<file path="config.mk">
export PLATFORM = sky130hd
export DESIGN_NAME = updown_counter_param
export DESIGN_NICKNAME = d
export VERILOG_FILES = /design/src/rtl/updown_counter_param.sv
export SDC_FILE = /design/constraint.sdc
export NUM_CORES = 1
export LEC_CHECK = 0
export ABC_AREA = 1
export BUFFER_PORTS_ARGS = -buffer_cell sky130_fd_sc_hd__buf_2
export CORE_ASPECT_RATIO = 0.5
export CORE_MARGIN = 2
export CORE_UTILIZATION = 35
export DETAILED_ROUTE_END_ITERATION = 10
export PLACE_DENSITY = 0.63
export SYNTH_ARGS = -nofsm -noshare
export SYNTH_HDL_FRONTEND = slang
export SYNTH_SLANG_ARGS = --single-unit
</file>
<file path="constraint.sdc">
create_clock -name clk -period 4.2 [get_ports clk]
set_input_delay 0.63 -clock clk [delete_from_list [all_inputs] [get_ports clk]]
set_output_delay 0.63 -clock clk [all_outputs]
set_load 0.1 [all_outputs]
</file>
<file path="src/rtl/updown_counter_param.sv">
// Parameterised up/down counter with variable step, wrap or saturate at the
// limits, a one-cycle carry pulse on every limit crossing, and sticky ovf/unf flags.
module updown_counter_param #(
  parameter int               WIDTH    = 8,
  parameter logic [WIDTH-1:0] MAX_VAL  = {WIDTH{1'b1}},
  parameter bit               SATURATE = 1'b0
) (
  input  logic             clk,
  input  logic             reset,
  input  logic             enable,
  input  logic             up_down,
  input  logic             preload,
  input  logic [WIDTH-1:0] data,
  input  logic [WIDTH-1:0] step,
  input  logic             clear,
  input  logic             flag_clr,
  input  logic [WIDTH-1:0] cmp_val,
  output logic [WIDTH-1:0] count,
  output logic             carry,
  output logic             ovf,
  output logic             unf,
  output logic             match
);

  // One extra bit of headroom so count + step never truncates before the compare.
  localparam logic [WIDTH:0] MAX_W   = {1'b0, MAX_VAL};
  localparam logic [WIDTH:0] MODULUS = MAX_W + {{WIDTH{1'b0}}, 1'b1};

  logic [WIDTH:0]   count_w;
  logic [WIDTH:0]   step_w;
  logic [WIDTH:0]   eff_step;
  logic [WIDTH:0]   up_sum;
  logic             up_cross;
  logic             dn_cross;
  logic [WIDTH-1:0] step_next;
  logic [WIDTH-1:0] load_val;

  assign count_w  = {1'b0, count};
  assign step_w   = {1'b0, step};
  assign eff_step = (step_w > MAX_W) ? MAX_W : step_w;
  assign up_sum   = count_w + eff_step;
  assign up_cross = up_sum > MAX_W;
  assign dn_cross = eff_step > count_w;
  assign load_val = ({1'b0, data} > MAX_W) ? MAX_VAL : data;

  // NOTE: every output of a combinational block gets a default first, so no path leaves it unassigned and no latch is inferred.
  always_comb begin
    step_next = count;
    if (up_down) begin
      if (!up_cross)     step_next = WIDTH'(up_sum);
      else if (SATURATE) step_next = MAX_VAL;
      else               step_next = WIDTH'(up_sum - MODULUS);
    end else begin
      if (!dn_cross)     step_next = WIDTH'(count_w - eff_step);
      else if (SATURATE) step_next = '0;
      else               step_next = WIDTH'(count_w + MODULUS - eff_step);
    end
  end

  // NOTE: state registers use non-blocking assignments; a later assignment in the same block wins, which is how a crossing's flag set overrides flag_clr.
  always_ff @(posedge clk) begin
    if (reset) begin
      count <= '0;
      carry <= 1'b0;
      ovf   <= 1'b0;
      unf   <= 1'b0;
    end else begin
      carry <= 1'b0;
      if (flag_clr) begin
        ovf <= 1'b0;
        unf <= 1'b0;
      end
      if (clear) begin
        count <= '0;
      end else if (preload) begin
        count <= load_val;
      end else if (enable && (step != '0)) begin
        count <= step_next;
        if (up_down && up_cross) begin
          carry <= 1'b1;
          ovf   <= 1'b1;
        end else if (!up_down && dn_cross) begin
          carry <= 1'b1;
          unf   <= 1'b1;
        end
      end
    end
  end

  assign match = (count == cmp_val);

endmodule

</file>
==> results.yml, run 1 <==
cells_and_area:
  drive_gt1_share_pct: 24.5
  mostFrequentLayoutCell: "nand2_1"
  fin_nets: 307
  postLayoutCellArea_sq_um: 1650
  final_cell_mix: "66 x nand2_1, 42 x buf_2, 32 x inv_1"
  area_delta_synth_final_pct: 22.8
  insertedDiodeCount: 0
clocking:
  cts-root-buf: "clkbuf_8"
  clk_latency_ns: 0.24
  clk_pin_slew_worst_paths_ns: 0.05
  cts-resized-gates: 0
  clock-sinks: 11
  cts_hold_buf: 0
  htree_levels: 1
  post-cts-setup-buffers: 0
  clockBufferDepth: 2
  cts_buffers: 3
  cts_tree: "done"
grt:
  grt_max_degree: 11
  grt_overflow_total: 0
  grt_pass1_wl_um: 5580
  grt_pass1_vias: 1215
  antenna_found_initial: 0
  grt_usage_pct: 16.6
placement:
  gp_congestion: 0.836
  post_dp_cell_area_sq_um: 1610
  io_buffers: 42
  hpwl_um: 3000
logic_synthesis:
  synth_top_family_by_area: "simple AND/OR/NAND/NOR gates"
  ys_ff_latch: 11
  netlist_instances: 213
  synthAdderAreaFrac_pct: 17.9
  yosys.cell_types.count: 28
  syn_nets: 262
  yosys_warnings: 0
  synthMuxAreaShare_pct: 0
  synth-xor-area-share_pct: 5.87
  synth-seq-area-share_pct: 16.4
  syn_area_sq_um: 1340
  synth-compound-area-share_pct: 14.3
  synthSimpleGateAreaFrac_pct: 33.5
  synth.avg_cell_area_sq_um: 6.31
floorplan:
  start_util_pct: 37.9
  die_y_um: 47.8
  core_area_sq_um: 3550
  die-area_sq_um: 4380
  ios: 43
  die-width_um: 91.6
  num_rows: 15
run:
  cap_violations: 0
drt:
  drt_pass1_iterations: 4
  vias: 1412
  drc: 0
  drtIter0Drc: 75
  viasPerCell: 4.58
  wl_um: 3540
  detail-route-antenna-nets: 0
  wl_per_cell_um: 11.5
worst_setup_path:
  startpoint_type: "flop"
  critPathMaxFanout: 6
  ff2ff_path_depth: 13
  cp.arrival_ns: 1.73
  worst-setup-path-type: "reg2out"
  cp-end-kind: "primary output"
  cp.required_ns: 3.57
sta:
  min_period_ns: 2.36
  slew_viol_final: 0
  worst_pin_slew_ns: 0.490
  hold_viol: 0
  rsz0062_at_grt: "no"
  period_share_pct: 56.1
  max_slew_margin_pct: 67.6
  fin_skew_ns: 0.00366
  fin_tns_setup_ns: 0
  setup_violations: 0
  fmax_ghz: 0.424
power_and_ir_drop:
  switchingPower_mw: 0.154
  power.share.switching_pct: 40.6
  pwr_density_cell_nw_per_um2: 230
  pwr-share-comb_pct: 40.7
  peakVddDrop_v: 0.000112
  pwr-share-clk_pct: 28.9
  power.internal_mw: 0.225
  p_leak_nw: 0.924
  seqPwrFrac_pct: 30.4
hold_path:
  hold_class: "reg2reg"
  hold_path_depth: 2
status:
  status: "finished clean"
[flip-flops by register name, summed over array words and instances, names as in the netlist]
register and flops:
carry 1, ovf 1, count 8, unf 1
[power groups by stage]
stage / sequential [mW] / combinational, mW / clock (mW)
after global placement: 0.117 / 0.153 / 0
final: 0.115 / 0.154 / 0.110
after CTS: 0.115 / 0.155 / 0.110
after global routing: 0.116 / 0.173 / 0.115
after floorplan: 0.146 / 0.0836 / 0
after detailed placement: 0.118 / 0.154 / 0
[through the flow]
step / hold WS (ns) / power [mW] / util, % / instances / setup slack, ns
6_report: 0.455 / 0.379 / 46.5 / 308 / 1.84
3_5_place_dp: 0.454 / 0.272 / 45.3 / 304 / 1.93
4_1_cts: 0.461 / 0.380 / 46.5 / 308 / 1.83
3_3_place_gp: 0.457 / 0.270 / 45.3 / 304 / 1.94
5_1_grt: 0.473 / 0.404 / 46.5 / 308 / 1.66
2_1_floorplan: 0.699 / 0.230 / - / 213 / 0.427
[cell type report]
| class | count | area, sq um |
|---|---|---|
| fillers | 381 | 1900 |
| flip-flops and latches | 11 | 220 |
| clock buffers | 4 | 45.0 |
| well taps | 51 | 63.8 |
| repair buffers | 42 | 210 |
| inverters | 38 | 143 |
| multi-input cells | 162 | 968 |
[cells in the mapped netlist (all sizes together)]
cell	count	share of area, %
a22oi	1	0.56
fa	2	3.0
or2	3	1.6
nand3	10	4.5
inv	38	11
nand4	6	2.8
xor2	5	3.3
nor4	1	0.47
dfxtp	11	16
nor2	15	4.2
o211ai	3	1.7
xnor2	4	2.6
a31oi	1	0.47
nand2	67	19
ha	16	15
buf	2	1.4
nand3b	2	1.1
o21ai	8	3.5
a21oi	18	8.1
[routing by layer]
metal	wire (um)	global-route usage (%)	up-vias
met4	0	0	0
met5	0	0	-
met2	1500	27.4	33
met1	1850	24.0	613
met3	190	3.94	0
li1	-	-	766
[path summary, 6_finish.rpt]
kind	from	to	slack [ns]
max	count[1]$_SDFFE_PP0P_	match	1.84
min reg2reg	ovf$_SDFF_PP0_	ovf$_SDFF_PP0_	0.45
max reg2reg	count[0]$_SDFFE_PP0P_	count[6]$_SDFFE_PP0P_	2.32
min	ovf$_SDFF_PP0_	ovf$_SDFF_PP0_	0.45
[worst max-delay path, stage by stage, from the launching register on]
cell     delay (ns)
dfxtp_1        0.43
inv_1          0.13
nand2_1        0.08
nand4_1        0.17
nor4_2         0.23
buf_2          0.46
[logic make-up (layout without fill, tap and decap cells)]
logic type                 count (synthesis)  in the layout
and+or+nand+nor                          104            104
buffers and inverters                     40             84
AOI/OAI and AO/OA                         31             31
adders and majority gates                 18             18
DFF                                       11             11
xor gates and xnor gates                   9              9
Note: power is estimated with default switching activity, not from simulation.
==> run 2, diff against run 1 <==
- PLACE_DENSITY: 0.63 -> 0.65
- clock period: 4.2 -> 1.9 ns (I/O delays scaled with it)
==> run 2 against run 1 <==
Net effect:
- utilization is 1.7 points higher
- highest routed layer is now met4
- largest power group unchanged
- register-to-register slack worse by 2.2 ns
- wire length is 7.2% higher
- die area stayed put
- global-route usage is 1.6 points higher
- sequential share of layout area is 1.3 points higher
- critical path depth is 2 higher
- critical path type is now reg2reg
- largest cell class unchanged
- clock power is 120% higher
==> results.yml, run 2 (same netlist as run 1, synthesis figures left out) <==
cells_and_area:
  insertedDiodeCount: 0
  layout.cells.non_filler: 308
  final_cell_mix: "65 x nand2_1, 41 x buf_2, 31 x inv_1"
  mostFrequentLayoutCell: "nand2_1"
  drive_gt1_share_pct: 28.8
  postLayoutCellArea_sq_um: 1710
  fin_nets: 307
  top_register: "count"
  area_delta_synth_final_pct: 27.2
  largest_reg_flops: 8
clocking:
  clockBufferDepth: 2
  cts_tree: "done"
  cts-root-buf: "clkbuf_8"
  cts_buffers: 3
  clock-sinks: 11
  cts_hold_buf: 0
  htree_levels: 1
  clk_pin_slew_worst_paths_ns: 0.05
  clk_latency_ns: 0.24
sta:
  worst_pin_slew_ns: 0.487
  max_slew_margin_pct: 67.8
  min_period_ns: 1.76
  rsz0062_at_grt: "no"
  period_share_pct: 92.9
  hold_viol: 0
  slew_viol_final: 0
  setup_violations: 0
  fmax_ghz: 0.567
  whs_ns: 0.254
  fin_skew_ns: 0.00181
  fin_ws_ns: 0.136
drt:
  detail-route-antenna-nets: 0
  drt_pass1_iterations: 4
  wl_um: 3790
  vias: 1427
  drc: 0
  drtIter0Drc: 62
  viasPerCell: 4.63
  wl_per_cell_um: 12.3
run:
  cap_violations: 0
worst_setup_path:
  critPathMaxFanout: 4
  ff2ff_path_depth: 7
  rr_startpoint: "count[0]$_SDFFE_PP0P_"
  cp.required_ns: 2.02
  cp.arrival_ns: 1.89
  startpoint_type: "flop"
  r2r_slack_ns: 0.14
  cp-end-kind: "flop"
  reg2reg_to: "count[4]$_SDFFE_PP0P_"
  worst-setup-path-type: "reg2reg"
grt:
  grt_overflow_total: 0
  grt_pass1_vias: 1254
  grt_usage_pct: 18.2
  grt_pass1_wl_um: 5950
  grt_max_degree: 11
  antenna_found_initial: 0
power_and_ir_drop:
  pwr_density_cell_nw_per_um2: 493
  peakVddDrop_v: 0.000229
  p_leak_nw: 0.933
hold_path:
  hp-start: "reset"
  hold_path_depth: 2
  holdPathEnd: "ovf$_SDFF_PP0_"
  hold_class: "in2reg"
placement:
  post_dp_cell_area_sq_um: 1660
  gp_congestion: 0.882
  preCtsSetupSlack_ns: 0.0478
  io_buffers: 42
  place_inst: 304
  hpwl_um: 3220
status:
  status: "finished clean"
floorplan:
  ios: 43
  num_rows: 15
  die_y_um: 47.8
  core_area_sq_um: 3550
  start_util_pct: 37.9
  die-width_um: 91.6
  die-area_sq_um: 4380
-- run 2: cell counts in the layout (fill, tap and decap cells not counted) --
Identical to the previous run, type by type.
-- run 2: critical path: stages (launching register included) --
cell	delay, ns
dfxtp_4	0.35
ha_1	0.20
fa_1	0.39
nand3_1	0.09
nand3_1	0.11
o21ai_0	0.21
xor2_1	0.20
o21ai_1	0.10
-- run 2: final cells by class --
class,instances,area [sq um]
Clock buffer,4,45.0
Fill cell,357,1840
Inverter,38,143
Multi-Input combinational cell,162,982
Sequential cell,11,250
Tap cell,51,63.8
Timing Repair Buffer,42,225
-- run 2: what timing repair did --
action                     CTS  global route
resized for setup            0             3
setup buffers                0             0
setup endpoints to repair    0             3
-- run 2: report_power, final --
group	internal, mW	switching (mW)
Sequential	0.236	0.0151
Combinational	0.113	0.240
Clock	0.148	0.0927
Total	0.496	0.348
-- run 2: routing by layer --
metal  wire, um  vias to the layer above  GRT usage, %
li1           -                      768             -
met1       2030                      626          26.6
met2       1550                       31          28.4
met3        203                        2          4.09
met4         16                        0          2.73
met5          0                        -             0
-- run 2: worst max-delay path by stage --
stage / cells past startpoint / to / start
after floorplan: 3 / match / count[2]$_SDFFE_PP0P_
after global placement: 13 / count[6]$_SDFFE_PP0P_ / step[0]
after detailed placement: 8 / count[4]$_SDFFE_PP0P_ / step[0]
after CTS: 10 / count[4]$_SDFFE_PP0P_ / count[0]$_SDFFE_PP0P_
after global routing: 7 / count[4]$_SDFFE_PP0P_ / count[0]$_SDFFE_PP0P_
final: 7 / count[4]$_SDFFE_PP0P_ / count[0]$_SDFFE_PP0P_
-- run 2: stage by stage --
step	setup TNS [ns]	util [%]	power (mW)
detailed placement	0	46.8	0.604
CTS	0	48.0	0.850
finish	0	48.2	0.843
global placement	0	46.8	0.599
floorplan	-0.289	-	0.507
global route	0	48.2	0.907
==> run 3, diff against run 2 <==
- BUFFER_PORTS_ARGS: -buffer_cell sky130_fd_sc_hd__buf_2 -> -buffer_cell sky130_fd_sc_hd__buf_4
- MAX_ROUTING_LAYER: not set -> met4
- SETUP_SLACK_MARGIN: not set -> 0.3
==> run 3 against run 2 <==
Net effect:
- clock power barely moved
- largest power group unchanged
- sequential power barely moved
- utilization rose by 7.7 points
==> results.yml, run 3 (same netlist as run 1, synthesis figures left out) <==
cells_and_area:
  postLayoutCellArea_sq_um: 1980
  top_register: "count"
  largest_reg_flops: 8
  drive_gt1_share_pct: 38.1
  fillers: 370
  ff_latch_area_sq_um: 250
  mostFrequentLayoutCell: "nand2_1"
  final_cell_mix: "64 x nand2_1, 49 x buf_4, 29 x inv_1"
  insertedDiodeCount: 0
  fin_nets: 315
  area_delta_synth_final_pct: 47.4
  multiInputGateArea_sq_um: 1100
worst_setup_path:
  worst-setup-path-type: "reg2out"
  reg2reg_to: "count[6]$_SDFFE_PP0P_"
  slowest_delay_ns: 0.37
  cp_cell_sequence: "xnor2_2, nand4_1, nor4_4, buf_6"
  cp.arrival_ns: 1.45
  path_delay_family: "simple AND/OR/NAND/NOR gates"
  worst-path-buf-inv: 1
  cp.required_ns: 1.62
  cp-end-kind: "primary output"
  rr_startpoint: "count[0]$_SDFFE_PP0P_"
  r2r_slack_ns: 0.20
  ff2ff_path_depth: 13
  startpoint_type: "flop"
  critPathSlowestCell: "dfxtp_4"
  critPathMaxFanout: 5
grt:
  antenna_found_initial: 0
  grt_overflow_total: 0
  grt_pass1_wl_um: 6290
  grt_pass1_vias: 1357
  grt_max_degree: 11
  grt_usage_pct: 19.7
drt:
  wl_per_cell_um: 12.9
  wl_um: 4090
  vias: 1515
  viasPerCell: 4.79
  drt_pass1_iterations: 4
  drc: 0
  detail-route-antenna-nets: 0
  drtIter0Drc: 94
clocking:
  htree_levels: 1
  clk_latency_ns: 0.24
  clk_pin_slew_worst_paths_ns: 0.05
  cts_tree: "done"
  cts-root-buf: "clkbuf_8"
  cts_buffers: 3
  clock-sinks: 11
  clockBufferDepth: 2
sta:
  fmax_ghz: 0.578
  fin_skew_ns: 0.00462
  setup_violations: 0
  slew_viol_final: 0
  hold_viol: 0
  max_slew_margin_pct: 75.0
  rsz0062_at_grt: "yes"
  worst_pin_slew_ns: 0.373
  period_share_pct: 91.1
  min_period_ns: 1.73
placement:
  hpwl_um: 3370
  gp_congestion: 0.995
  io_buffers: 42
  post_dp_cell_area_sq_um: 1810
hold_path:
  holdPathEnd: "unf$_SDFF_PP0_"
  hold_path_depth: 2
  hp-start: "reset"
  hold_class: "in2reg"
run:
  cap_violations: 0
floorplan:
  ios: 43
  num_rows: 15
  core_area_sq_um: 3550
  die-width_um: 91.6
  die-area_sq_um: 4380
  start_util_pct: 37.9
  die_y_um: 47.8
power_and_ir_drop:
  pwr_density_cell_nw_per_um2: 459
  peakVddDrop_v: 0.000239
  power_mw: 0.910
  p_leak_nw: 1.03
status:
  status: "finished clean"
==> run 3: worst register-to-register path, stage by stage (launching register included) <==
cell and delay, ns:
dfxtp_4 0.38, inv_4 0.05, ha_4 0.15, fa_2 0.33, inv_2 0.07, nand3_2 0.08
nand2_4 0.09, nand2_1 0.06, nand2_1 0.05, nand2_1 0.07, nand2_1 0.07, nand2_1 0.05
nand3_1 0.08, a21oi_1 0.06
==> run 3: through the flow <==
step,TNS [ns],setup slack (ns),util [%],hold slack [ns],cells
after floorplan,-0.289,-0.289,-,0.354,213
after global placement,0,0.186,51.0,0.452,304
after detailed placement,0,0.193,51.0,0.458,304
after CTS,0,0.135,53.0,0.223,311
after global routing,0,0.0797,55.8,0.222,316
final,0,0.170,55.8,0.224,316
==> run 3: power breakdown <==
part           switching (mW)  total (mW)  leakage, nW  internal (mW)
Clock                  0.0950       0.240       0.0255          0.145
Combinational           0.256       0.419        0.907          0.163
Sequential             0.0154       0.251       0.0955          0.236
==> run 3: timing repair <==
item | CTS | global route
hold buffers | 0 | 0
buffers inserted | 3 | 5
pin swaps | 10 | 13
gates resized for setup | 2 | 11
endpoints found under the setup margin | 5 | 10
==> run 3: layout make-up <==
cell class              count  area share (%)
clock buffers               3            2.08
clock inverters             1           0.253
inverters                  38            7.33
multi-input cells         162            55.3
flip-flops and latches     11            12.6
well taps                  51            3.22
repair buffers             50            19.1
==> run 3: worst max path at each step <==
| stage | startpoint | to | slack [ns] | cells past startpoint |
|---|---|---|---|---|
| floorplan | count[2]$_SDFFE_PP0P_ | match | -0.29 | 3 |
| global placement | step[0] | count[6]$_SDFFE_PP0P_ | 0.19 | 11 |
| detailed placement | step[0] | count[6]$_SDFFE_PP0P_ | 0.19 | 13 |
| CTS | count[0]$_SDFFE_PP0P_ | match | 0.14 | 5 |
| global route | count[3]$_SDFFE_PP0P_ | match | 0.08 | 4 |
| finish | count[3]$_SDFFE_PP0P_ | match | 0.17 | 4 |
==> run 3: layer usage <==
| layer | share of wire [%] | global-route usage (%) | up-vias | wire length, um |
|---|---|---|---|---|
| met5 | 0 | - | - | 0 |
| met4 | 0 | 2.12 | 0 | 0 |
| met3 | 7.1 | 4.25 | 0 | 288 |
| met2 | 48 | 32.4 | 48 | 1940 |
| met1 | 45 | 26.1 | 688 | 1860 |
| li1 | - | - | 779 | - |
